--- src/rtl/sna_response_packetizer.sv ---
// sna_response_packetizer: packs AXI4-Lite B/R responses from a slave into NoC response flits on one router VC
// Ports:
//   clk, rst_n                     clock (rising edge), asynchronous active-low reset
//   bvalid, bresp, bready          AXI4-Lite write response channel (slave side)
//   rvalid, rdata, rresp, rready   AXI4-Lite read response channel (slave side)
//   dest_id                        NoC address of the requesting master, captured with the response
//   is_allocatable, is_on_off      router per-VC flow control; only bit VC_ID is used
//   flit_out, flit_type, flit_valid  registered flit injection (type 01 head, 10 tail, 11 head+tail)
// Build option: define RESP_RR_ARB_EN for round-robin B/R arbitration (default: fixed B priority).
module sna_response_packetizer #(
  parameter int NUM_VC = 8,
  parameter int VC_ID = 0,
  parameter logic [3:0] SRC_ID = 4'h0
) (
  input  logic              clk,
  input  logic              rst_n,
  input  logic              bvalid,
  input  logic [1:0]        bresp,
  output logic              bready,
  input  logic              rvalid,
  input  logic [31:0]       rdata,
  input  logic [1:0]        rresp,
  output logic              rready,
  input  logic [3:0]        dest_id,
  input  logic [NUM_VC-1:0] is_allocatable,
  input  logic [NUM_VC-1:0] is_on_off,
  output logic [31:0]       flit_out,
  output logic [1:0]        flit_type,
  output logic              flit_valid
);
  typedef enum logic [1:0] {IDLE, HEAD, DATA} state_t;
  state_t state, state_d;
  logic cap_wr;
  logic [1:0] cap_resp;
  logic [3:0] cap_dest;
  logic [31:0] cap_data;
  logic [31:0] flit_out_d;
  logic [1:0] flit_type_d;
  logic flit_valid_d;
  logic prefer_b, can_head, can_tail, grant, unused_fc;
  assign can_head = is_allocatable[VC_ID] && is_on_off[VC_ID];
  assign can_tail = is_on_off[VC_ID];
  // Other VCs' flow-control bits are deliberately ignored.
  assign unused_fc = ^{is_allocatable, is_on_off};
`ifdef RESP_RR_ARB_EN
  // ptr_r set means R is preferred on the next B/R contention.
  logic ptr_r;
  always_ff @(posedge clk or negedge rst_n)
    if (!rst_n) ptr_r <= 1'b0;
    else if (grant) ptr_r <= bready;
  assign prefer_b = !ptr_r;
`else
  assign prefer_b = 1'b1;
`endif
  assign bready = (state == IDLE) && bvalid && (prefer_b || !rvalid);
  assign rready = (state == IDLE) && rvalid && !(bvalid && prefer_b);
  assign grant = bready || rready;
  always_comb begin
    state_d = state;
    flit_valid_d = 1'b0;
    flit_out_d = 32'd0;
    flit_type_d = 2'b00;
    case (state)
      IDLE: state_d = grant ? HEAD : IDLE;
      HEAD: if (can_head) begin
        flit_valid_d = 1'b1;
        flit_out_d = {cap_dest, SRC_ID, cap_wr, cap_resp, 21'd0};
        flit_type_d = cap_wr ? 2'b11 : 2'b01;
        state_d = cap_wr ? IDLE : DATA;
      end
      DATA: if (can_tail) begin
        flit_valid_d = 1'b1;
        flit_out_d = cap_data;
        flit_type_d = 2'b10;
        state_d = IDLE;
      end
      default: state_d = IDLE;
    endcase
  end
  always_ff @(posedge clk or negedge rst_n)
    if (!rst_n) begin
      state <= IDLE;
      flit_valid <= 1'b0;
      flit_out <= 32'd0;
      flit_type <= 2'b00;
      cap_wr <= 1'b0;
      cap_resp <= 2'b00;
      cap_dest <= 4'd0;
      cap_data <= 32'd0;
    end else begin
      state <= state_d;
      flit_valid <= flit_valid_d;
      flit_out <= flit_out_d;
      flit_type <= flit_type_d;
      if (grant) begin
        cap_wr <= bready;
        cap_resp <= bready ? bresp : rresp;
        cap_dest <= dest_id;
        cap_data <= rready ? rdata : 32'd0;
      end
    end
endmodule

--- config.mk ---
export PLATFORM = sky130hd
export DESIGN_NAME = sna_response_packetizer
export DESIGN_NICKNAME = d
export VERILOG_FILES = /design/src/rtl/sna_response_packetizer.sv
export SDC_FILE = /design/constraint.sdc
export NUM_CORES = 1
export LEC_CHECK = 0
export CAP_MARGIN = 5
export CORE_AREA = 2 2 99 101
export DETAILED_ROUTE_END_ITERATION = 8
export DIE_AREA = 0 0 101 103
export HOLD_SLACK_MARGIN = 0.12
export MAX_ROUTING_LAYER = met4
export PLACE_DENSITY = 0.55
export SKIP_CTS_REPAIR_TIMING = 1
export SLEW_MARGIN = 40
export SYNTH_ARGS = -nofsm -noshare
export SYNTH_HDL_FRONTEND = slang
export SYNTH_SLANG_ARGS = --single-unit
--- constraint.sdc ---
create_clock -name clk -period 1.7 [get_ports clk]
set_input_delay 0.51 -clock clk [delete_from_list [all_inputs] [get_ports clk]]
set_output_delay 0.51 -clock clk [all_outputs]
set_load 0.1 [all_outputs]
After elaboration in Yosys (flattened, before gate mapping)
Index checks and enable logic that the tools add are counted.

Flip-flop bits (word level): 76. Bits of input ports: 60. Output and inout port bits: 37.

Equality and inequality tests: 4. Multiplexer cells: 17. Reductions and logical operators: 8.

Operators by type and width (count): $mux W32 (3); $pmux W32 S2 (1); $mux W2 (7); $pmux W2 S3 (1); $logic_and A1 B1 Y1 (4); $ne A2 B2 Y1 const B (2); $pmux W2 S2 (1); $mux W1 (3); $eq A2 B1 Y1 const B (1); $eq A2 B2 Y1 const B (1); $logic_not A2 Y1 (1); $pmux W1 S2 (1); $reduce_and A2 Y1 (1); $logic_not A1 Y1 (1); $logic_or A1 B1 Y1 (1).

Depth between registers and ports, before layout
Gate-level depths: netlist (run 1).

Depth after elaboration: 6. Gate-level depth with buffers: 6. Mapped depth without buffers: 5.

Least setup slack after synthesis (run 1)
Ideal clock, no wire load.

Path type: reg-to-output. Start: register state[0]. End: output bready. Arrival time: 1393 ps. Path slack: -203 ps. Cell stages (with the launch flop): 5. Cells stage by stage: dfrtp_1 > inv_1 > ha_1 > nand2_1 > inv_1.

Word-level cells in the longest chain between the ends: 2.

RTL lines: from (decl) (line 32) `state_t state, state_d;`; from (signal assigned) (line 91) `state <= state_d;`; $logic_not A2 Y1 (line 55) `assign bready = (state == IDLE) && bvalid && (prefer_b || !rvalid);`; $logic_and A1 B1 Y1 (line 55); to (decl) (line 19) `output logic bready,`.

No other way between the ends.

Worst setup path in the final report (run 1)
Start: register state[0]. End: output rready.

Word-level cells in the longest chain between the ends: 3.

RTL lines: $logic_not A2 Y1 (line 56) `assign rready = (state == IDLE) && rvalid && !(bvalid && prefer_b);`; $logic_and A1 B1 Y1 (2 in a row) (line 56); to (decl) (line 23) `output logic rready,`.

No other way between the ends.

==> results of run 1 <==
-- synthesized netlist by cell type --
master   number  area [um^2]
o21ai_1       2         10.0
o21ai_2       1         8.76
buf_2         6         30.0
buf_4         4         30.0
nor2b_1       1         6.26
nand2_1       8         30.0
nor2_1        1         3.75
mux2_1        1         11.3
and3_1        2         12.5
nor2_4        1         11.3
a21o_1        1         7.51
ha_1          4         50.1
mux2_4        3         45.0
buf_6         1         11.3
and2_1       24          150
nor2_2        1         6.26
o22ai_1       1         6.26
nand3_1       1         5.00
dfrtp_1      76         1900
a22o_1       39          342
a21oi_1       1         5.00
mux2i_1       3         30.0
or2_1         1         6.26
inv_1         4         15.0
-- layer usage --
metal | vias to the layer above | GRT usage, %
met1 | 916 | 16.3
met3 | 7 | 3.53
li1 | 858 | -
met2 | 49 | 19.6
met4 | 0 | 4.68
met5 | - | -
-- registers in the layout (all words and copies together), names as in the netlist --
register and cells:
cap_resp 2, cap_dest 4, cap_data 32, flit_valid 1, state 2, flit_type 2, flit_out 32, cap_wr 1
-- power by group --
part	switching, mW	internal, mW
Clock	0.680	0.867
Combinational	0.902	0.856
Sequential	0.213	2.19
Total	1.79	3.91
-- path summary, 6_finish.rpt --
kind / startpoint / to / slack (ns) / cells past startpoint
worst min register to register: cap_data[9] / flit_out[9] / 0.47 / 1
worst max-delay path: state[0] / rready / -0.19 / 5
worst max register to register: state[0] / cap_data[13] / 0.18 / 6
min in group clk: cap_data[9] / flit_out[9] / 0.47 / 1
worst min-delay path: rst_n / flit_out[24] / 0.17 / 2
max in group asynchronous: rst_n / cap_data[1] / 1.20 / 2
-- worst max-delay path, delay by kind of cell, from the launching register on --
kind	cells	cell delay, ns
flip-flops	1	0.39
buffers and inverters	2	0.28
AND/OR/NAND/NOR	2	0.21
adder cells (fa/ha/maj)	1	0.16
-- logic make-up after synthesis --
family                   Yosys count  share of synthesized area, %
adder cells (fa/ha/maj)            4                          1.83
AO/OA/AOI/OAI                     45                          13.9
flip-flops                        76                          69.5
buffers and inverters             15                          3.16
AND/OR/NAND/NOR                   40                          8.46
multiplexers                       7                          3.16
-- cell type report --
cell class | instances | area [um^2]
Clock buffer | 10 | 138
Timing Repair Buffer | 102 | 1370
Multi-Input combinational cell | 96 | 777
Sequential cell | 76 | 1900
Clock inverter | 6 | 87.6
Inverter | 4 | 18.8
Fill cell | 878 | 5020
Tap cell | 114 | 143
-- metrics by stage --
step / instance area (um^2) / setup TNS [ns]
2_1_floorplan: 2750 / 0
3_3_place_gp: 4160 / -10.83
3_5_place_dp: 4160 / -11.19
4_1_cts: 4380 / -0.655
5_1_grt: 4430 / -0.497
6_report: 4430 / -0.326
==> flow_summary.ini, run 1 <==
[status]
status = complete, but fails checks
violations = setup timing

[place]
globalplace.congestion = 0.797
portBuffers = 82
place_inst = 388
hpwl_um = 4090
pre_cts_ws_ns = -0.328

[power_and_ir_drop]
p_per_area_nw_per_um2 = 1290
p_leak_nw = 2.11
p_total_mw = 5.70
peakVddDrop_mv = 0.874

[worst_setup_path]
worstPathRequired_ns = 1.19
crit_fanout = 3
slowest_stage = dfrtp_1
arrival_ns = 1.38
end_kind = output port
path_class = flop to output port
worstPathCellList = inv_2, ha_4, nand2_4, nor2_4, buf_12
startpoint_type = flop
max_stage_delay_ns = 0.39

[die]
dieWidth_um = 101
initial_utilization_pct = 28.9
dieArea_um2 = 10400
io_pins = 97
die_h_um = 103
num_rows = 36
core_um2 = 9460

[route]
drt_iter0_markers = 18
vias = 1830
wl_met1_um = 2800
via_per_inst = 4.49
wl_per_cell_um = 14.9
wl_um = 6100
route.met2.wl_um = 2970
routed.top_layer = met4
wl_met3_um = 246
firstDrtPassIters = 4
drcViolationCount = 0
drtAntennaViolNets = 0

[synthesis]
synth_fp_nets = 251
yosysUniqueCellTypes = 24
synth_seq_cells = 76
syn_inst = 187
syn_area_per_cell_um2 = 14.6
syn_area_um2 = 2740
ys.warnings.count = 0
yosysSeqAreaShare_pct = 69.5

[clocking]
clock-root-buffer = clkbuf_8
cts.htree.levels = 3
clk_pin_slew_ns = 0.08
cts_buffers = 9
cts_sinks = 76
cts_tree = done
clockBufferDepth = 2
worstSkewPairLatency_ns = 0.34

[layout]
most-common-layout-cells = dfrtp_1, clkdlybuf4s50_1, a22o_1, buf_12, and2_1
diodes = 0
instances_no_fill = 408
nets = 353
drive_above_1_share_pct = 29.3
area_growth_pct = 62.1
final_common_cell = dfrtp_1
utilization_pct = 46.9

[timing]
hold_viol_final = 0
timing.final.ws_setup_ns = -0.195
slew_headroom_pct = 73.2
worst_pin_slew_ns = 0.402
fin_crit_ns = 1.89
clock.fmax_mhz = 528
timing.hold.ws_ns = 0.172
drv_slew = 0
rsz0062_at_grt = true
finalCritPeriodShare_pct = 111
setup_viol = 2
clock_skew_ns = 0.0135

[hold_path]
hold_class = input pin to asynchronous set/reset pin

[global_routing]
grt_pass1_vias = 1944
grt_max_degree = 77
grt_first_pass_wirelength_um = 9700
antenna_found_initial = 0
gr-usage-all-layers_pct = 12.8
grt.overflow.total = 0

[flow_run]
max_cap_viol_count = 0
(Power assumes the default switching activity.)
==> run 2: changes to the inputs <==
--- a/config.mk
+++ b/config.mk
@@ -7,6 +7,7 @@
 export LEC_CHECK = 0
+export ABC_AREA = 1
 export CAP_MARGIN = 5
-export CORE_AREA = 2 2 99 101
+export CORE_AREA = 2 2 101 103
 export DETAILED_ROUTE_END_ITERATION = 8
-export DIE_AREA = 0 0 101 103
+export DIE_AREA = 0 0 103 105
 export HOLD_SLACK_MARGIN = 0.12
==> constraint.sdc (replaced) <==
create_clock -name clk -period 2.31 [get_ports clk]
set_input_delay 0.462 -clock clk [delete_from_list [all_inputs] [get_ports clk]]
set_output_delay 0.462 -clock clk [all_outputs]
set_load 0.1 [all_outputs]
==> flow_summary.ini, run 2 <==
[global_routing]
grt.overflow.total = 0
grt_pass1_vias = 2251
grt_max_degree = 44
antenna_found_initial = 0
grt_first_pass_wirelength_um = 10700
gr-usage-all-layers_pct = 13.3

[synthesis]
ys.flop_type = dfrtp_1
syn_inst = 287
synth-edff-count = 0
synthMuxAreaShare_pct = 0
yosys.area_share.simple_pct = 19.7
yosysUniqueCellTypes = 15
ys.warnings.count = 0
synth.top_cells.by_count = nand2_1, dfrtp_1, inv_1
synth_xor_area_share_pct = 0
synth.area.top_cells = dfrtp_1, nand2_1, inv_1
synth_top_family_by_area = simple AND/OR/NAND/NOR gates
synth_compound_gate_area_share_pct = 4.77
syn_area_um2 = 2830
yosysSeqAreaShare_pct = 67.2
synth_fa_ha_area_share_pct = 1.77
synth_seq_cells = 76
syn_area_per_cell_um2 = 9.87
async_flop_share_pct = 100
synth.largest_area_cell = dfrtp_1
synth_most_common_cell = nand2_1
synth_top_area_share_pct = 67.2
synth_fp_nets = 351

[layout]
instances_no_fill = 515
area_growth_pct = 40.3
diodes = 0
reg_top3 = cap_data (32), flit_out (32), cap_dest (4)
nets = 441
drive_above_1_share_pct = 17.5
most-common-layout-cells = nand2_1, dfrtp_1, clkdlybuf4s50_1
final_common_cell = nand2_1
nFillCells = 984

[timing]
fin_setup_tns_ns = 0
rsz0062_at_grt = false
clock_skew_ns = 0.00868
setup_viol = 0
slew_headroom_pct = 63.3
drv_slew = 0
fin_crit_ns = 2.07
timing.hold.ws_ns = 0.0770
timing.final.ws_setup_ns = 0.238
clock.fmax_mhz = 483
worst_pin_slew_ns = 0.551
finalCritPeriodShare_pct = 89.7
hold_viol_final = 0

[power_and_ir_drop]
peakVddDrop_mv = 0.500
p_per_area_nw_per_um2 = 968
p_leak_nw = 1.99

[clocking]
cts_sinks = 76
clk_pin_slew_ns = 0.09
cts_tree = done
cts.htree.levels = 3
worstSkewPairLatency_ns = 0.36
clockBufferDepth = 2
cts_buffers = 9
clock-root-buffer = clkbuf_8

[worst_setup_path]
worstPathCellList = inv_1, ha_1, nand2_2, inv_1, buf_12
crit_path_frequent_cell = inv_1
reg2reg_from = state[0]
slowest_stage = dfrtp_1
cp.buffers_inverters = 3
critical_path.top_delay_family = flip-flops
arrival_ns = 1.61
worstPathRequired_ns = 1.85
max_stage_delay_ns = 0.43
cp-startpoint = state[0]
crit_fanout = 7
path_class = flop to output port
end_kind = output port
startpoint_type = flop
reg2reg_slack_ns = 0.54

[place]
hpwl_um = 4380
pre_cts_ws_ns = 0.347
portBuffers = 82
place_inst = 499
globalplace.congestion = 0.726

[status]
status = completed

[die]
num_rows = 36
io_pins = 97
dieWidth_um = 103
die_h_um = 105
core_um2 = 9640
dieArea_um2 = 10800
initial_utilization_pct = 29.4

[route]
drt_iter0_markers = 67
wl_um = 6490
wl_per_cell_um = 12.6
vias = 2108
drtAntennaViolNets = 0
firstDrtPassIters = 4
drcViolationCount = 0
via_per_inst = 4.09

[flow_run]
max_cap_viol_count = 0

[hold_path]
hold_class = input pin to asynchronous set/reset pin
## run 2: cell types whose count changed in the layout (fill, tap and decap cells not counted), sizes merged, moves of 3 or more
| cell | before | now |
|---|---|---|
| a22o | 39 | 0 |
| and2 | 24 | 0 |
| buf | 58 | 45 |
| clkinv | 4 | 1 |
| inv | 3 | 35 |
| mux2 | 4 | 0 |
| mux2i | 3 | 0 |
| nand2 | 8 | 91 |
| nand3 | 1 | 17 |
| nor2 | 3 | 29 |
| o21ai | 3 | 27 |
## run 2: kinds of logic (layout without fill, tap and decap cells)
logic type,Yosys count,count (layout)
compound gates,27,27
fa+ha+maj,4,4
buf+inv,43,138
flops,76,76
simple gates,137,137
## run 2: through the flow
| step | utilization (%) | instance area [um^2] | power (mW) |
|---|---|---|---|
| global route | 41.2 | 3970 | 4.10 |
| floorplan | - | 2830 | 2.44 |
| global placement | 39.0 | 3760 | 2.81 |
| CTS | 41.2 | 3970 | 3.89 |
| finish | 41.2 | 3970 | 3.84 |
| detailed placement | 39.0 | 3760 | 2.83 |
## run 2: final timing paths
path | to | cells past startpoint
worst max register to register | cap_data[1] | 7
max in group asynchronous | cap_resp[0] | 2
worst min register to register | flit_out[23] | 2
worst min-delay path | flit_out[17] | 1
worst max-delay path | bready | 5
min in group clk | flit_out[23] | 2
## run 2: per-layer routing
layer	vias up	GRT usage (%)	wire [um]
li1	1054	-	-
met1	978	17.0	3090
met2	68	20.0	2860
met3	8	4.01	433
met4	0	4.79	100
met5	-	-	0
## run 2: cell type report
| cell class | count | area, um^2 | share of cell area (%) |
|---|---|---|---|
| multi-input combinational | 168 | 743 | 18.7 |
| clock inverter | 6 | 71.3 | 1.80 |
| timing repair buffer | 89 | 828 | 20.9 |
| clock buffer | 10 | 138 | 3.46 |
| inverter | 33 | 124 | 3.12 |
| tap | 133 | 166 | 4.19 |
| sequential | 76 | 1900 | 47.9 |
## run 2: power by group
| group | internal (mW) | switching [mW] | total (mW) |
|---|---|---|---|
| clock network | 0.537 | 0.524 | 1.06 |
| registers | 1.58 | 0.101 | 1.68 |
| logic | 0.358 | 0.741 | 1.10 |
| total | 2.48 | 1.37 | 3.84 |
